File: config.mk
export PLATFORM = sky130hd
export DESIGN_NAME = cex_enumerator_flat
export DESIGN_NICKNAME = d
export VERILOG_FILES = /design/src/rtl/cex_enumerator_if.sv /design/src/rtl/cex_enumerator.sv /design/src/flat_wrapper.sv
export SDC_FILE = /design/constraint.sdc
export NUM_CORES = 1
export LEC_CHECK = 0
export CAP_MARGIN = 20
export CORE_AREA = 2 2 57 86
export CTS_BUF_LIST = sky130_fd_sc_hd__clkbuf_4
export CTS_CLUSTER_SIZE = 24
export DETAILED_ROUTE_END_ITERATION = 6
export DIE_AREA = 0 0 59 88
export GPL_TIMING_DRIVEN = 0
export PLACE_DENSITY = 0.76
export SETUP_SLACK_MARGIN = 0.15
export SLEW_MARGIN = 20
export SYNTH_ARGS = -nofsm -noshare
export SYNTH_HDL_FRONTEND = slang
export SYNTH_SLANG_ARGS = --single-unit
File: constraint.sdc
create_clock -name clk -period 2.04 [get_ports clk]
set_clock_uncertainty 0.1 [all_clocks]
set_input_delay 0.204 -clock clk [delete_from_list [all_inputs] [get_ports clk]]
set_output_delay 0.204 -clock clk [all_outputs]
set_load 0.03 [all_outputs]
File: src/rtl/cex_enumerator_if.sv
// Handshake bundle between the counterexample enumerator, the combinational
// error-formula checker and the Skolem-repair consumer.
// slave  : the enumerator side (drives the assignment, status and FIFO head)
// master : the environment side (drives start, checker result and cex_ready)
interface cex_enumerator_if #(
  parameter int W = 5
);
  logic         start;
  logic [W-1:0] assign_out;
  logic         err_in;
  logic         busy;
  logic         done;
  logic         sat;
  logic [W:0]   cex_count;
  logic         cex_valid;
  logic [W-1:0] cex_data;
  logic         cex_ready;

  modport slave (
    input  start, err_in, cex_ready,
    output assign_out, busy, done, sat, cex_count, cex_valid, cex_data
  );

  modport master (
    output start, err_in, cex_ready,
    input  assign_out, busy, done, sat, cex_count, cex_valid, cex_data
  );
endinterface

File: src/rtl/cex_enumerator.sv
// Exhaustive counterexample search engine.
// Walks every assignment {X, Y, Y'} in ascending order, samples the checker's
// same-cycle error bit and buffers failing assignments in a small FIFO that is
// drained over a valid/ready port.
// Optional build macro: CEX_EARLY_STOP_EN -- stop the scan at the first
// counterexample pushed (one counterexample per repair iteration).
//
// state | meaning
// IDLE  | waiting for start after reset
// SCAN  | presenting counter on assign_out, evaluating err_in each edge
// STALL | error seen with FIFO full; counter held until a slot frees up
// DONE  | all assignments evaluated (or early stop); waiting for restart
module cex_enumerator #(
  parameter int NX         = 1,
  parameter int NY         = 2,
  parameter int FIFO_DEPTH = 4
) (
  input logic              clk,
  input logic              rst,
  cex_enumerator_if.slave  bus
);
  localparam int W  = NX + 2 * NY;
  localparam int AW = (FIFO_DEPTH > 1) ? $clog2(FIFO_DEPTH) : 1;
  localparam logic [W-1:0] LAST      = {W{1'b1}};
  localparam logic [AW:0]  DEPTH_CNT = FIFO_DEPTH[AW:0];

  typedef enum logic [1:0] {
    IDLE  = 2'd0,
    SCAN  = 2'd1,
    STALL = 2'd2,
    DONE  = 2'd3
  } state_t;

  state_t        state;
  logic [W-1:0]  counter;
  logic [W:0]    cex_count;
  logic          busy;
  logic          done;
  logic          sat;

  logic [W-1:0]  mem [FIFO_DEPTH];
  logic [AW-1:0] wr_ptr;
  logic [AW-1:0] rd_ptr;
  logic [AW:0]   fifo_count;

  logic          full;
  logic          empty;
  logic          push;
  logic          pop;

  // Full is the registered occupancy, so a pop in the same cycle does not
  // free a slot for the push; the STALL round trip absorbs that case.
  always_comb begin
    full  = (fifo_count == DEPTH_CNT);
    empty = (fifo_count == '0);
    push  = (state == SCAN) && bus.err_in && !full;
    pop   = !empty && bus.cex_ready;
  end

  // Counterexample buffer: ascending-order storage, pointers wrap naturally.
  always_ff @(posedge clk or posedge rst) begin
    if (rst) begin
      for (int i = 0; i < FIFO_DEPTH; i++) begin
        mem[i] <= '0;
      end
      wr_ptr     <= '0;
      rd_ptr     <= '0;
      fifo_count <= '0;
    end else begin
      if (push) begin
        mem[wr_ptr] <= counter;
        wr_ptr      <= wr_ptr + 1'b1;
      end
      if (pop) begin
        rd_ptr <= rd_ptr + 1'b1;
      end
      case ({push, pop})
        2'b10:   fifo_count <= fifo_count + 1'b1;
        2'b01:   fifo_count <= fifo_count - 1'b1;
        default: fifo_count <= fifo_count;
      endcase
    end
  end

  // Scan sequencer with registered status flags.
  always_ff @(posedge clk or posedge rst) begin
    if (rst) begin
      state     <= IDLE;
      counter   <= '0;
      cex_count <= '0;
      busy      <= 1'b0;
      done      <= 1'b0;
      sat       <= 1'b0;
    end else begin
      case (state)
        IDLE: begin
          if (bus.start) begin
            state   <= SCAN;
            counter <= '0;
            busy    <= 1'b1;
          end
        end

        SCAN: begin
          if (bus.err_in && full) begin
            // Hold the assignment; it is re-evaluated once a slot frees up.
            state <= STALL;
          end else begin
            if (push) begin
              cex_count <= cex_count + 1'b1;
              sat       <= 1'b1;
            end
`ifdef CEX_EARLY_STOP_EN
            if (push || counter == LAST) begin
`else
            if (counter == LAST) begin
`endif
              // The counter never wraps into a second pass.
              state <= DONE;
              busy  <= 1'b0;
              done  <= 1'b1;
            end else begin
              counter <= counter + 1'b1;
            end
          end
        end

        STALL: begin
          if (!full) begin
            state <= SCAN;
          end
        end

        DONE: begin
          if (bus.start) begin
            // Restart keeps buffered counterexamples for the consumer.
            state     <= SCAN;
            counter   <= '0;
            cex_count <= '0;
            sat       <= 1'b0;
            done      <= 1'b0;
            busy      <= 1'b1;
          end
        end

        default: begin
          state <= IDLE;
          busy  <= 1'b0;
          done  <= 1'b0;
        end
      endcase
    end
  end

  assign bus.assign_out = counter;
  assign bus.busy       = busy;
  assign bus.done       = done;
  assign bus.sat        = sat;
  assign bus.cex_count  = cex_count;
  assign bus.cex_valid  = !empty;
  assign bus.cex_data   = mem[rd_ptr];

endmodule

File: src/flat_wrapper.sv
// flat-port wrapper written by rule: the top's interface ports become plain ports
module cex_enumerator_flat 
#(
  parameter int NX         = 1,
  parameter int NY         = 2,
  parameter int FIFO_DEPTH = 4
)
  (clk, rst, bus_start, bus_err_in, bus_cex_ready, bus_assign_out, bus_busy, bus_done, bus_sat, bus_cex_count, bus_cex_valid, bus_cex_data);
  cex_enumerator_if #(.W((NX + 2 * NY))) bus_i ();
  input logic clk;
  input logic rst;
  input wire logic [$bits(bus_i.start)-1:0] bus_start;
  input wire logic [$bits(bus_i.err_in)-1:0] bus_err_in;
  input wire logic [$bits(bus_i.cex_ready)-1:0] bus_cex_ready;
  output wire logic [$bits(bus_i.assign_out)-1:0] bus_assign_out;
  output wire logic [$bits(bus_i.busy)-1:0] bus_busy;
  output wire logic [$bits(bus_i.done)-1:0] bus_done;
  output wire logic [$bits(bus_i.sat)-1:0] bus_sat;
  output wire logic [$bits(bus_i.cex_count)-1:0] bus_cex_count;
  output wire logic [$bits(bus_i.cex_valid)-1:0] bus_cex_valid;
  output wire logic [$bits(bus_i.cex_data)-1:0] bus_cex_data;
  assign bus_i.start = bus_start;
  assign bus_i.err_in = bus_err_in;
  assign bus_i.cex_ready = bus_cex_ready;
  assign bus_assign_out = bus_i.assign_out;
  assign bus_busy = bus_i.busy;
  assign bus_done = bus_i.done;
  assign bus_sat = bus_i.sat;
  assign bus_cex_count = bus_i.cex_count;
  assign bus_cex_valid = bus_i.cex_valid;
  assign bus_cex_data = bus_i.cex_data;
  cex_enumerator #(.NX(NX), .NY(NY), .FIFO_DEPTH(FIFO_DEPTH)) u_core (.clk(clk), .rst(rst), .bus(bus_i));
endmodule
==> flow_summary.toml, run 1 <==
[sta]
fin_crit_ps = 2011
setup_viol = 0
finalHoldViolations = 0
setup_tns_ps = 0
rsz0062_at_grt = "true"
fmax_ghz = 0.4973
slew_viol_final = 0
tightestPinTransition_ps = 315.7
holdWs_ps = 385.6
slew_headroom_pct = 78.92
finalCritPeriodShare_pct = 98.58

[floorplan]
boundaryPins = 25
start_util_pct = 50.99
die_area_um2 = 5192
core-area_um2 = 4429
num_rows = 30
die_x_um = 59
dieHeight_um = 88

[clock_network]
numCtsBuffers = 5
cts_buffer_depth = 2
cts_root_buf = "clkbuf_4"
clkLatencyLatePin_ps = 350
cts_tree = "done"
ctsHtreeMaxLevel = 2
clkTransAtPathRegs_ps = 120
cts_sinks = 43

[synth]
ys.flop_type = "dfrtp_1"
synth_fa_ha_area_share_pct = 7.535
ys_warn_count = 0
synth_top_family_by_area = "multiplexers"
synth_compound_area_share_pct = 10.75
synth_cell_types = 48
ys_seq_area_share_pct = 47.65
syn-cell-area_um2 = 2258
syn_inst = 191
yosys.area_share.simple_pct = 11.58
synth-edff-count = 0
ys_ff_latch = 43
muxShareOfSynthArea_pct = 16.79
avgSynthCellArea_um2 = 11.82
synth-async-reset-ratio_pct = 100.0
synth-xor-area-share_pct = 2.327
synth_fp_nets = 209

[power_and_ir_drop]
leakagePower_nw = 1.421
p_per_area_nw_per_um2 = 1458
ir_drop_mv = 0.8978

[final_layout]
final_common_cell = "dfrtp_1"
layout_common_cells = "dfrtp_1 (36), buf_4 (22), nand2_1 (20), mux2_2 (20), clkdlybuf4s50_1 (14)"
instances_no_fill = 295
syn_to_final_growth_pct = 31.41
layout.nets = 264
antenna_cells = 0
utilization_pct = 67.01
drive_above_1_share_pct = 38.46

[route]
routed_wl_um = 4578
vias_per_cell = 5.647
vias = 1666
wl_per_cell_um = 15.52
ant_nets = 0
dr.first_iter.drc_count = 47
drc = 0
first_pass_iters = 4

[worst_setup_path]
cp_max_fo = 3
path_class = "reg -> reg"
critPathBufInv = 2
required_ps = 2190
crit_family = "simple AND/OR/NAND/NOR gates"
worstSetupStartpointType = "register"
cp_slowest_cell = "dfrtp_2"
crit_top_cell = "xor2_1"
cp.arrival_ps = 2160
worstSetupEndpointType = "register"
worstPathCellList = "buf_4 > or3_4 > and2_4 > ha_4 > inv_2 > fa_2 > xor2_1 > nor2_1 > xor2_1"
slowest_delay_ps = 450

[grt]
first_global_vias = 1759
antenna_found_initial = 0
grt_max_degree = 34
grt_pass1_wl_um = 8004
gr-total-overflow = 0
track_usage_pct = 20.36

[run_status]
outcome = "completed"

[placement]
port_buffers = 24
dp_cells = 264
hpwl_um = 3136
gp_congestion = 0.7970

[job]
max_cap_viol_count = 0

[hold_path]
hp-class = "reg -> reg"
[cells in the mapped netlist (2+ instances only)]
master / number / area [um^2]
a21oi_1: 5 / 25.02
nand3b_1: 3 / 22.52
nor2_1: 5 / 18.77
mux2_2: 20 / 225.2
mux4_2: 5 / 112.6
o221ai_1: 4 / 35.03
nand2_1: 20 / 75.07
mux2i_1: 3 / 30.03
xor2_1: 3 / 26.28
dfrtp_1: 43 / 1076
o21ai_0: 12 / 60.06
nand2_4: 2 / 22.52
xnor2_1: 3 / 26.28
nor3b_1: 2 / 15.01
nand3_1: 2 / 10.01
inv_1: 12 / 45.04
and3_1: 3 / 18.77
clkbuf_1: 3 / 11.26
ha_1: 12 / 150.1
[sequential cells by signal, summed over array words and instances (netlist names)]
register	cells
u_core.state	2
u_core.rd_ptr	2
u_core.bus.busy	1
u_core.bus.sat	1
u_core.fifo_count	3
u_core.mem	20
u_core.bus.assign_out	5
u_core.bus.cex_count	6
u_core.bus.done	1
u_core.wr_ptr	2
[metal layers]
layer / global-route usage, % / vias to the layer above / wire (um)
met5: 0 / - / 0
met3: 3.988 / 11 / 118
met2: 34.85 / 29 / 2479
li1: - / 795 / -
met1: 23.59 / 831 / 1849
met4: 10.74 / 0 / 130
[timing repair]
action                                 4_1_cts  5_1_grt
setup buffers                               15        7
hold buffers                                 1        0
resized for setup                           40       29
setup endpoints to repair                   11       17
pin swaps                                    5        3
endpoints found under the hold margin        3        0
[kinds of logic (layout without fill, tap and decap cells)]
kind of cell,Yosys count,in the layout
AO/OA/AOI/OAI,35,35
adder cells (fa/ha/maj),13,13
AND/OR/NAND/NOR,46,46
multiplexers,29,29
buffers and inverters,19,75
XOR/XNOR,6,6
flip-flops,43,43
[power breakdown]
group          switching, W  leakage (nW)  internal, W  total (W)
combinational       0.00122         0.828      0.00123    0.00245
sequential         0.000214         0.550      0.00113    0.00135
clock              0.000274        0.0426     0.000252   0.000526
[layout make-up]
type | instances | area, um^2
Buffer | 6 | 56.30
Clock buffer | 5 | 37.54
Clock inverter | 3 | 38.79
Fill cell | 354 | 1461
Inverter | 13 | 53.80
Multi-Input combinational cell | 129 | 1201
Sequential cell | 43 | 1085
Tap cell | 48 | 60.06
Timing Repair Buffer | 48 | 435.4
[per-stage QoR]
step                      cell area (um^2)  total power (W)  setup WS [ps]
after floorplan                       2321         0.002852          9.691
after global placement                2621         0.003364         -319.6
after detailed placement              2641         0.003407         -232.7
after CTS                             2874         0.004178          30.67
after global routing                  2968         0.004643         -78.29
final                                 2968         0.004327          29.01
[worst paths after layout]
kind | slack [ps] | cells past startpoint | end | startpoint
setup / recovery | 30 | 9 | u_core.fifo_count[2]$_DFFE_PP0P_ | u_core.fifo_count[0]$_DFFE_PP0P_
hold / removal | 390 | 1 | u_core.bus.cex_count[5]$_DFFE_PP0P_ | u_core.bus.cex_count[5]$_DFFE_PP0P_
min in group asynchronous | 540 | 3 | u_core.wr_ptr[0]$_DFFE_PP0P_ | rst
max in group asynchronous | 830 | 4 | u_core.fifo_count[0]$_DFFE_PP0P_ | rst
hold reg to reg | 390 | 1 | u_core.bus.cex_count[5]$_DFFE_PP0P_ | u_core.bus.cex_count[5]$_DFFE_PP0P_
setup reg to reg | 30 | 9 | u_core.fifo_count[2]$_DFFE_PP0P_ | u_core.fifo_count[0]$_DFFE_PP0P_
Power figures use the tool's default switching activity.
==> run 2: changes to the inputs <==
Settings changed: RECOVER_POWER from default to 25.
==> run 2 against run 1 <==
Compared with the run above: sequential cell count unchanged; critical path depth unchanged; register-to-register slack about the same; clock-buffer cell count unchanged; hold slack about the same; core utilization down 0.28 points; highest routed layer unchanged; final area down 0.42%; maximum frequency unchanged; largest power group unchanged; cell count unchanged; wire length up 0.42%.
==> flow_summary.toml, run 2 (same netlist as run 1, synthesis figures left out) <==
[worst_setup_path]
cp_slowest_cell = "dfrtp_2"
r2r_slack_ps = 30
path_class = "reg -> reg"
worstRegToRegCells = 9
cp_max_fo = 3
rr_startpoint = "u_core.fifo_count[0]$_DFFE_PP0P_"
slowest_delay_ps = 450
timing.rr.end = "u_core.fifo_count[2]$_DFFE_PP0P_"
worstSetupStartpointType = "register"
cp.arrival_ps = 2160
worstSetupEndpointType = "register"
worstPathCellList = "buf_4 > or3_4 > and2_4 > ha_4 > inv_2 > fa_2 > xor2_1 > nor2_1 > xor2_1"
required_ps = 2190
crit_top_cell = "xor2_1"

[placement]
gp_congestion = 0.7970
hpwl_um = 3136
port_buffers = 24

[power_and_ir_drop]
leakagePower_nw = 1.417
ir_drop_mv = 0.8976
p_per_area_nw_per_um2 = 1463
finalPower_w = 0.004323

[route]
vias_per_cell = 5.641
dr.first_iter.drc_count = 71
routed_wl_um = 4597
wl_per_cell_um = 15.58
vias = 1664
ant_nets = 0
first_pass_iters = 6
drc = 0

[sta]
rsz0062_at_grt = "true"
finalCritPeriodShare_pct = 98.58
fin_crit_ps = 2011
fmax_ghz = 0.4973
finalHoldViolations = 0
slew_headroom_pct = 68.92
tightestPinTransition_ps = 466.2
slew_viol_final = 0
setup_viol = 0

[clock_network]
clkTransAtPathRegs_ps = 120
cts_sinks = 43
ctsHtreeMaxLevel = 2
numCtsBuffers = 5
cts_root_buf = "clkbuf_4"
cts_buffer_depth = 2
clkLatencyLatePin_ps = 350
cts_tree = "done"

[hold_path]
hp-start = "u_core.bus.cex_count[5]$_DFFE_PP0P_"
hp-class = "reg -> reg"
holdPathStages = 1
hold_path_end = "u_core.bus.cex_count[5]$_DFFE_PP0P_"

[job]
max_cap_viol_count = 0

[final_layout]
antenna_cells = 0
utilization_pct = 66.72
layout_common_cells = "dfrtp_1 (36), buf_4 (22), nand2_1 (20), mux2_2 (20), clkdlybuf4s50_1 (13)"
largest_register_ffs = 20
syn_to_final_growth_pct = 30.86
regMostFlops = "u_core.mem"
drive_above_1_share_pct = 38.06
layout.nets = 264
final_common_cell = "dfrtp_1"

[floorplan]
core-area_um2 = 4429
die_x_um = 59
die_area_um2 = 5192
boundaryPins = 25
dieHeight_um = 88
start_util_pct = 50.99
num_rows = 30

[grt]
first_global_vias = 1759
grt_pass1_wl_um = 8004
grt_max_degree = 34
antenna_found_initial = 0
track_usage_pct = 20.36
gr-total-overflow = 0

[run_status]
outcome = "completed"
-- run 2: report_power, final --
group	total, W	switching (W)	internal [W]
Combinational	0.00245	0.00122	0.00123
Sequential	0.00135	0.000214	0.00113
Clock	0.000526	0.000274	0.000252
Total	0.00432	0.00171	0.00262
-- run 2: worst max-delay path, delay by kind of cell (launching register included) --
kind | cells | cell delay [ps]
AND/OR/NAND/NOR | 3 | 550
flip-flops | 1 | 450
adder cells (fa/ha/maj) | 2 | 340
XOR/XNOR | 2 | 290
buffers and inverters | 2 | 190
-- run 2: worst max path at each step --
| stage | cells past startpoint | startpoint | slack, ps | end |
|---|---|---|---|---|
| 3_5_place_dp | 11 | bus_err_in | -230 | u_core.fifo_count[2]$_DFFE_PP0P_ |
| 4_1_cts | 10 | u_core.fifo_count[0]$_DFFE_PP0P_ | 30 | u_core.fifo_count[2]$_DFFE_PP0P_ |
| 6_report | 9 | u_core.fifo_count[0]$_DFFE_PP0P_ | 30 | u_core.fifo_count[2]$_DFFE_PP0P_ |
| 3_3_place_gp | 2 | rst | -320 | u_core.bus.assign_out[1]$_DFFE_PP0P_ |
| 5_1_grt | 10 | u_core.fifo_count[0]$_DFFE_PP0P_ | -80 | u_core.fifo_count[2]$_DFFE_PP0P_ |
| 2_1_floorplan | 10 | u_core.fifo_count[1]$_DFFE_PP0P_ | 10 | u_core.fifo_count[2]$_DFFE_PP0P_ |
-- run 2: metal layers --
metal  routed length (um)  GRT usage (%)  vias to the layer above
met5                    0              0                        -
met4                  130          10.74                        0
met3                  118          3.988                       11
met2                 2495          34.85                       29
met1                 1852          23.59                      830
li1                     -              -                      794
-- run 2: final cells by class --
type,instances,area (um^2)
flip-flops and latches,43,1085
inverters,13,53.80
clock buffers,5,37.54
multi-input cells,129,1201
plain buffers,6,56.30
repair buffers,48,422.9
clock inverters,3,38.79
fillers,356,1474
well taps,48,60.06
-- run 2: per-stage QoR --
| step | instances | setup slack (ps) | hold WS [ps] | area, um^2 | TNS, ps |
|---|---|---|---|---|---|
| 6_report | 295 | 29.01 | 385.6 | 2955 | 0 |
| 5_1_grt | 295 | -78.29 | 427.0 | 2955 | -82.09 |
| 4_1_cts | 288 | 30.67 | 392.3 | 2874 | 0 |
| 3_5_place_dp | 264 | -232.7 | 381.4 | 2641 | -1108 |
| 3_3_place_gp | 263 | -319.6 | 366.8 | 2621 | -9224 |
| 2_1_floorplan | 191 | 9.691 | 270.8 | 2321 | 0 |
-- run 2: what timing repair did --
item	in CTS	in global routing
setup endpoints to repair	11	17
gates resized for setup	40	29
pin swaps	5	3
hold buffers	1	0
setup buffers	15	7
endpoints found under the hold margin	3	0
